===== src/rtl/clock_switch_ctrl.sv =====
// -----------------------------------------------------------------------------
// clock_switch_ctrl
//
// Control FSM for a glitch-free two-source clock switch. It decides which
// source (clk_a or clk_b) the downstream switch should use and paces changes
// so the switch has time to settle and cannot be toggled too quickly.
//
// A request is settled in one of three ways:
//   - same source already selected -> done pulse, nothing changes
//   - target source dead           -> err pulse, nothing changes
//   - target source alive          -> select flips, SETTLE, then HOLD
// With AUTO_FAILOVER set, losing the current source while the other one is
// alive forces a switch-away (fail_event) from IDLE or HOLD.
//
// Handshake: a request transfers on a clk edge where req_valid && req_ready.
// req_valid may be held high; req_ready is a combinational function of the
// current state and the ok inputs and never depends on req_valid.
//
// Ports
//   clk, rst        reference clock, synchronous active-high reset
//   req_valid       switch request
//   req_sel         requested source (0 = clk_a, 1 = clk_b)
//   req_ready       request can be accepted this cycle (combinational)
//   clk_a_ok        clk_a alive (already synchronised to clk)
//   clk_b_ok        clk_b alive (already synchronised to clk)
//   select          registered source select for the clock switch
//   busy            registered, high while in SETTLE or HOLD
//   done            one-cycle pulse: requested source is in effect
//   err             one-cycle pulse: request rejected
//   fail_event      one-cycle pulse: automatic failover started
//   dbg_state       current FSM state (0 = IDLE, 1 = SETTLE, 2 = HOLD)
// -----------------------------------------------------------------------------
module clock_switch_ctrl #(
   parameter int SETTLE_CYCLES = 16,
   parameter int HOLD_CYCLES   = 64,
   parameter int CNT_W         = 8,
   parameter bit AUTO_FAILOVER = 1'b1
) (
   input  logic       clk,
   input  logic       rst,
   input  logic       req_valid,
   input  logic       req_sel,
   output logic       req_ready,
   input  logic       clk_a_ok,
   input  logic       clk_b_ok,
   output logic       select,
   output logic       busy,
   output logic       done,
   output logic       err,
   output logic       fail_event,
   output logic [1:0] dbg_state
);

   typedef enum logic [1:0] {
      ST_IDLE   = 2'd0,
      ST_SETTLE = 2'd1,
      ST_HOLD   = 2'd2
   } state_t;

   // Counter reload values; the counter counts down to zero inclusive, so a
   // phase of N cycles starts at N-1.
   localparam logic [CNT_W-1:0] SETTLE_LOAD = CNT_W'(SETTLE_CYCLES - 1);
   localparam logic [CNT_W-1:0] HOLD_LOAD   = CNT_W'(HOLD_CYCLES - 1);
   localparam logic [CNT_W-1:0] CNT_ONE     = CNT_W'(1);
   localparam logic [CNT_W-1:0] CNT_ZERO    = '0;

   state_t           state_q, state_d;
   logic             select_q, select_d;
   logic [CNT_W-1:0] cnt_q, cnt_d;
   logic             busy_q, busy_d;
   logic             done_q, done_d;
   logic             err_q, err_d;
   logic             fail_q, fail_d;

   logic ok_cur;
   logic ok_other;
   logic fail_cond;

   // Health of the currently selected source and of the alternative.
   assign ok_cur    = select_q ? clk_b_ok : clk_a_ok;
   assign ok_other  = select_q ? clk_a_ok : clk_b_ok;
   // With both sources dead there is nowhere better to go, so no failover.
   assign fail_cond = AUTO_FAILOVER && !ok_cur && ok_other;

   // Failover outranks a request, so a pending request is held off while
   // fail_cond is true; reset also blocks acceptance.
   assign req_ready = !rst && (state_q == ST_IDLE) && !fail_cond;

   always_comb begin
      state_d  = state_q;
      select_d = select_q;
      cnt_d    = cnt_q;
      done_d   = 1'b0;
      err_d    = 1'b0;
      fail_d   = 1'b0;

      case (state_q)
         ST_IDLE: begin
            if (fail_cond) begin
               select_d = !select_q;
               fail_d   = 1'b1;
               cnt_d    = SETTLE_LOAD;
               state_d  = ST_SETTLE;
            end else if (req_valid) begin
               if (req_sel == select_q) begin
                  done_d = 1'b1;
               end else if (ok_other) begin
                  // req_sel differs from select, so the target is the other source.
                  select_d = req_sel;
                  cnt_d    = SETTLE_LOAD;
                  state_d  = ST_SETTLE;
               end else begin
                  err_d = 1'b1;
               end
            end
         end

         ST_SETTLE: begin
            // Requests and source health are deliberately ignored here: the
            // switch is mid-transition and must be allowed to finish.
            if (cnt_q == CNT_ZERO) begin
               done_d  = 1'b1;
               cnt_d   = HOLD_LOAD;
               state_d = ST_HOLD;
            end else begin
               cnt_d = cnt_q - CNT_ONE;
            end
         end

         ST_HOLD: begin
            // A dead source cuts the dwell short.
            if (fail_cond) begin
               select_d = !select_q;
               fail_d   = 1'b1;
               cnt_d    = SETTLE_LOAD;
               state_d  = ST_SETTLE;
            end else if (cnt_q == CNT_ZERO) begin
               state_d = ST_IDLE;
            end else begin
               cnt_d = cnt_q - CNT_ONE;
            end
         end

         default: begin
            state_d = ST_IDLE;
            cnt_d   = CNT_ZERO;
         end
      endcase

      busy_d = (state_d != ST_IDLE);
   end

   always_ff @(posedge clk) begin
      if (rst) begin
         state_q  <= ST_IDLE;
         select_q <= 1'b0;
         cnt_q    <= CNT_ZERO;
         busy_q   <= 1'b0;
         done_q   <= 1'b0;
         err_q    <= 1'b0;
         fail_q   <= 1'b0;
      end else begin
         state_q  <= state_d;
         select_q <= select_d;
         cnt_q    <= cnt_d;
         busy_q   <= busy_d;
         done_q   <= done_d;
         err_q    <= err_d;
         fail_q   <= fail_d;
      end
   end

   assign select     = select_q;
   assign busy       = busy_q;
   assign done       = done_q;
   assign err        = err_q;
   assign fail_event = fail_q;
   assign dbg_state  = state_q;

endmodule


===== config.mk =====
export PLATFORM = sky130hd
export DESIGN_NAME = clock_switch_ctrl
export DESIGN_NICKNAME = d
export VERILOG_FILES = /design/src/rtl/clock_switch_ctrl.sv
export SDC_FILE = /design/constraint.sdc
export NUM_CORES = 1
export LEC_CHECK = 0
export CORE_ASPECT_RATIO = 0.5
export CORE_MARGIN = 2
export CORE_UTILIZATION = 25
export CTS_CLUSTER_DIAMETER = 120
export DETAILED_ROUTE_END_ITERATION = 7
export PLACE_DENSITY = 0.41
export SETUP_SLACK_MARGIN = 0.15
export SLEW_MARGIN = 20
export SYNTH_ARGS = -nofsm -noshare
export SYNTH_HDL_FRONTEND = slang
export SYNTH_SLANG_ARGS = --single-unit

===== constraint.sdc =====
create_clock -name clk -period 3.85 [get_ports clk]
set_input_delay 0.77 -clock clk [delete_from_list [all_inputs] [get_ports clk]]
set_output_delay 0.77 -clock clk [all_outputs]
set_load 0.02 [all_outputs]

After elaboration in Yosys (flattened, before gate mapping):

Cells that the tools add are included.

* word-level logic and storage cells: 66
* output and inout bits: 8
* register bits: 15
* input bits: 6

* reduce and logical (&&, ||, !) cells: 16
* add/sub/neg operators: 1
* equal/unequal tests: 8
* muxes and demuxes: 31
* bitwise gates (word level): 3

Operators by type and width (count)
* $mux 8: 7
* $pmux 8 s3: 1
* $mux 2: 7
* $mux 1: 13
* $ne 3x3->1 const B: 4
* $logic_not 8->1: 1
* $sub 8x1->8 const B: 1
* $pmux 2 s3: 1
* $reduce_and 5->1: 1
* $reduce_or 5->1: 1
* $logic_not 1->1: 4
* $pmux 1 s2: 2
* $reduce_and 4->1: 1
* $reduce_bool 2->1: 2
* $reduce_or 2->1: 2
* $logic_and 1x1->1: 3
* $not 1->1: 3
* $eq 2x1->1 const B: 1
* $eq 2x2->1 const B: 1
* $logic_not 2->1: 1
* $ne 2x2->1 const B: 1
* $eq 1x1->1: 1

Logic depth before layout (Yosys ltp):

Gate-level depths: netlist (run 1).

* depth after elaboration: 7
* depth in mapped cells: 7
* depth with buffers taken out: 7

Worst setup path after synthesis (run 1):

OpenSTA, ideal clock, no wires.

* path kind: input port to output port
* start: in clk_b_ok
* end: out req_ready
* stages: 3
* setup slack: 1175 ps
* data arrival time: 1905 ps
* data required time: 3080 ps
* path buffers: 0
* cell sequence: or3b_4 > and2_1 > nor4b_1

* cells in the longest elaborated chain, start to end: 5
* elaborated cells between the ends (all ways): 6
* those cells by class: mux (2); reduce/logical (4)

Ends and longest elaborated chain
* start, declared: line 45 `input logic clk_b_ok,`
* $mux 1: line 80 `assign ok_cur = select_q ? clk_b_ok : clk_a_ok;`
* $logic_not 1->1: line 83 `assign fail_cond = AUTO_FAILOVER && !ok_cur && ok_other;`
* $logic_and 1x1->1 *: line 83
* $logic_not 1->1 *: line 87 `assign req_ready = !rst && (state_q == ST_IDLE) && !fail_cond;`
* $logic_and 1x1->1 *: line 87
* end, declared: line 43 `output logic req_ready,`

Every way passes the cells marked *; elsewhere a longest branch is shown, timed or not.

Final worst setup path (run 1):

Ends and elaborated chain as after synthesis.

==> results.tsv, run 1 <==
stage	metric	value	unit
cts	clk slew on worst S/H paths	0.06	ns
setup_path	CP Capture Type	output port	
route	ANT nets after route	0	
cts	Clock Latency Late Sink	0.25	ns
sta	fmax	283	MHz
setup_path	crit path DAT	2.76	ns
power_and_ir_drop	design internal power	536	µW
yosys	synthesized net count	133	
sta	Setup Total Neg Slack	0	ns
setup_path	most numerous cell on the critical path	clkdlybuf4s50_1	
yosys	top cells by area, synth	dfxtp_1 (30%), a21oi_1 (5.5%), nor3_1 (3.5%)	
cts	clk sinks	15	
setup_path	Slowest Stage Delay on Critical Path	0.69	ns
setup_path	reg-to-reg critical path startpoint	dbg_state[1]$_SDFF_PP0_	
sta	Slew @ Worst Pin	0.753	ns
die	Horiz. Die Dim	93.5	µm
sta	fin crit share	91.7	%
die	Core Box Area	3880	µm²
run_status	outcome	finished clean	
setup_path	r2r setup slk	1.62	ns
cts	Post-CTS Repair Setup Buffers	0	
setup_path	worst-case reg-to-reg path depth	5	
global_route	Total GRT Usage	13.0	%
yosys	dominant synthesized flop cell	dfxtp_1	
yosys	most frequent cell after synthesis	dfxtp_1	
route	Initial DRC Count	63	
yosys	synthesized flop and latch total	15	
power_and_ir_drop	Seq pwr share	29.4	%
cts	Max clock buf depth	2	
power_and_ir_drop	Comb power frac	57.2	%
hold_path	hold depth	2	
hold_path	Hold Crit Start	cnt_q[7]$_SDFFE_PP0P_	
route	routed wire length	2780	µm
layout	filler instances	430	
yosys	Syn Area/Cell	8.02	µm²
sta	final-report setup violation count	0	
sta	Max Slew Vio Count	0	
setup_path	crit path from	clk_b_ok	
global_route	met3 Track Usage GR	4.17	%
power_and_ir_drop	Psw	465	µW
layout	P&R area growth vs syn	23.1	%
setup_path	slowest CP cell	clkdlybuf4s50_1	
global_route	grt met2 use	17.5	%
power_and_ir_drop	Sw Ratio	46.5	%
setup_path	worst r2r dst	cnt_q[4]$_SDFFE_PP0P_	
hold_path	Hold Path End	cnt_q[7]$_SDFFE_PP0P_	
yosys	Synth Cell Area	1000	µm²
cts	Hold Buf Count CTS	0	
route	vias	1001	
power_and_ir_drop	Power Dens Cells	811	nW/µm²
power_and_ir_drop	clock power share	13.5	%
yosys	library cells used by synthesis	46	
sta	RSZ-0062 raised after global routing	false	
route	routed length per instance	14.5	µm
global_route	grt ovf	0	
yosys	yosys warns	0	
sta	Clock Skews	0.00329	ns
layout	Final #Nets	147	
yosys	Seq/Total Area, Yosys	30.0	%
job	max-cap viol count	0	
global_route	largest net degree at the start of global routing	17	
die	Boundary Pins	14	
yosys	Post-Synthesis Cells	125	
setup_path	crit start category	primary input	
place	post-detail-place hpwl	2010	µm
layout	layout cells sized above 1	6.52	%
die	Initial Util	25.8	%
sta	Tmin final	3.53	ns
route	drt pass-1 iters	4	
yosys	Post-synth top cells	dfxtp_1 (15), a21oi_1 (11), nor2_1 (9)	
power_and_ir_drop	peak supply drop	0.266	mV
global_route	vias in the first global route	895	
die	row cnt	16	
setup_path	Setup Crit Path Kind	primary input to output port	
global_route	global-route wire length before repair	4570	µm
cts	htree depth	1	
global_route	GR peak layer	met1	
power_and_ir_drop	Final Power	1000	µW
die	Die ar.	4560	µm²
cts	cts bufs inserted	3	
yosys	Post-synth ARST share	0	%
global_route	met1 usage in global routing	20.1	%
route	vias per inst	5.21	
yosys	number of synthesized flops with an enable pin	0	
layout	Final Util	31.8	%
cts	CTS resizes	0	
cts	CTS tree	done	
route	DRC violations left	0	
die	Die Ht	48.8	µm
cts	clk root buf	clkbuf_8	
setup_path	critical path fanouts, max	7	
place	Port Buffer Count	13	
place	routability congestion estimate	0.871	
yosys	Synth area leader	dfxtp_1	
sta	Hold Vio Cnt, Final	0	
power_and_ir_drop	Lkg Pwr	0.000462	µW
sta	Rel. slew slack	49.7	%
setup_path	critical-path cell list	clkdlybuf4s50_1 -> or3b_4 -> and2_1 -> nor4b_1 -> clkdlybuf4s50_1	
setup_path	Worst Path Required	3.08	ns
global_route	initial antenna violation count	0	
layout	# diodes	0	
hold_path	HP Class	flop to flop	
yosys	top-area cell type share of the netlist area	30.0	%
[kinds of logic after synthesis]
kind of cell               share of synthesized area [%]
and+or+nand+nor                                     32.6
DFF                                                 30.0
adders and majority gates                           2.50
AOI/OAI and AO/OA                                   30.8
buffers and inverters                               4.12
[critical path: cells and delay by family]
kind,cells,cell delay (ns)
simple gates,3,0.81
buf+inv,2,1.18
[per-stage QoR]
stage          cells  worst slack [ns]  area (µm²)  hold slack [ns]
4_1_cts          192             0.330        1230            0.512
5_1_grt          192             0.183        1230            0.569
3_5_place_dp     188             0.348        1190            0.501
3_3_place_gp     188             0.361        1190            0.500
6_report         192             0.319        1230            0.511
2_1_floorplan    125              1.18        1000            0.475
[state kept, by name, summed over array words and instances, names as in the netlist]
name / count
cnt_q: 8
dbg_state: 2
select: 1
err: 1
busy: 1
done: 1
fail_event: 1
[layer usage]
metal | share of wire (%) | up-vias
met5 | 0 | -
met4 | 0.58 | 0
met3 | 4.0 | 2
met2 | 42 | 23
met1 | 54 | 471
li1 | - | 505
[cell usage in the layout, fill, tap and decap left out, drive strengths merged, types with 2 or more instances in the layout]
cell           synthesis  routed
nor3b                  3       3
a311oi                 2       2
and2                   2       2
nand3                  3       3
dfxtp                 15      15
or4                    2       2
inv                    6       6
a22oi                  2       2
nand2                  6       6
o21a                   2       2
a211oi                 2       2
ha                     2       2
a21o                   2       2
o21ai                  4       4
nor2                   9       9
nor3                   7       7
nand4                  2       2
nand2b                 3       3
and3                   3       3
o31ai                  3       3
clkdlybuf4s50          0      13
or3                    2       2
clkbuf                 5       4
a211o                  2       2
nor2b                  5       5
a21oi                 11      11
nand3b                 2       2
[cell type report]
class	count	area (µm²)	share of cell area, %
timing repair buffer	14	138	11.2
sequential	15	300	24.3
inverter	6	22.5	1.83
clock buffer	4	45.0	3.65
multi-input combinational	99	661	53.5
tap	54	67.6	5.48
[power groups by stage]
stage / clock (µW) / combinational, µW / sequential [µW]
6_report: 135 / 572 / 294
5_1_grt: 147 / 644 / 308
4_1_cts: 140 / 576 / 294
3_5_place_dp: 0 / 572 / 298
3_3_place_gp: 0 / 583 / 299
2_1_floorplan: 0 / 417 / 282
[how the worst max path moves through the flow]
stage                      to  slack [ns]
floorplan           req_ready        1.18
global placement    req_ready        0.36
detailed placement  req_ready        0.35
CTS                 req_ready        0.33
global route        req_ready        0.18
finish              req_ready        0.32
(Power assumes the default switching activity.)
==> run 2, diff against run 1 <==
--- a/config.mk
+++ b/config.mk
@@ -5,6 +5,7 @@
 export SDC_FILE = /design/constraint.sdc
 export NUM_CORES = 1
 export LEC_CHECK = 0
+export ABC_CLOCK_PERIOD_IN_PS = 3850
 export CORE_ASPECT_RATIO = 0.5
 export CORE_MARGIN = 2
 export CORE_UTILIZATION = 25
==> results of run 2 <==
Final layout, timing and power as in run 1 (identical DEF).
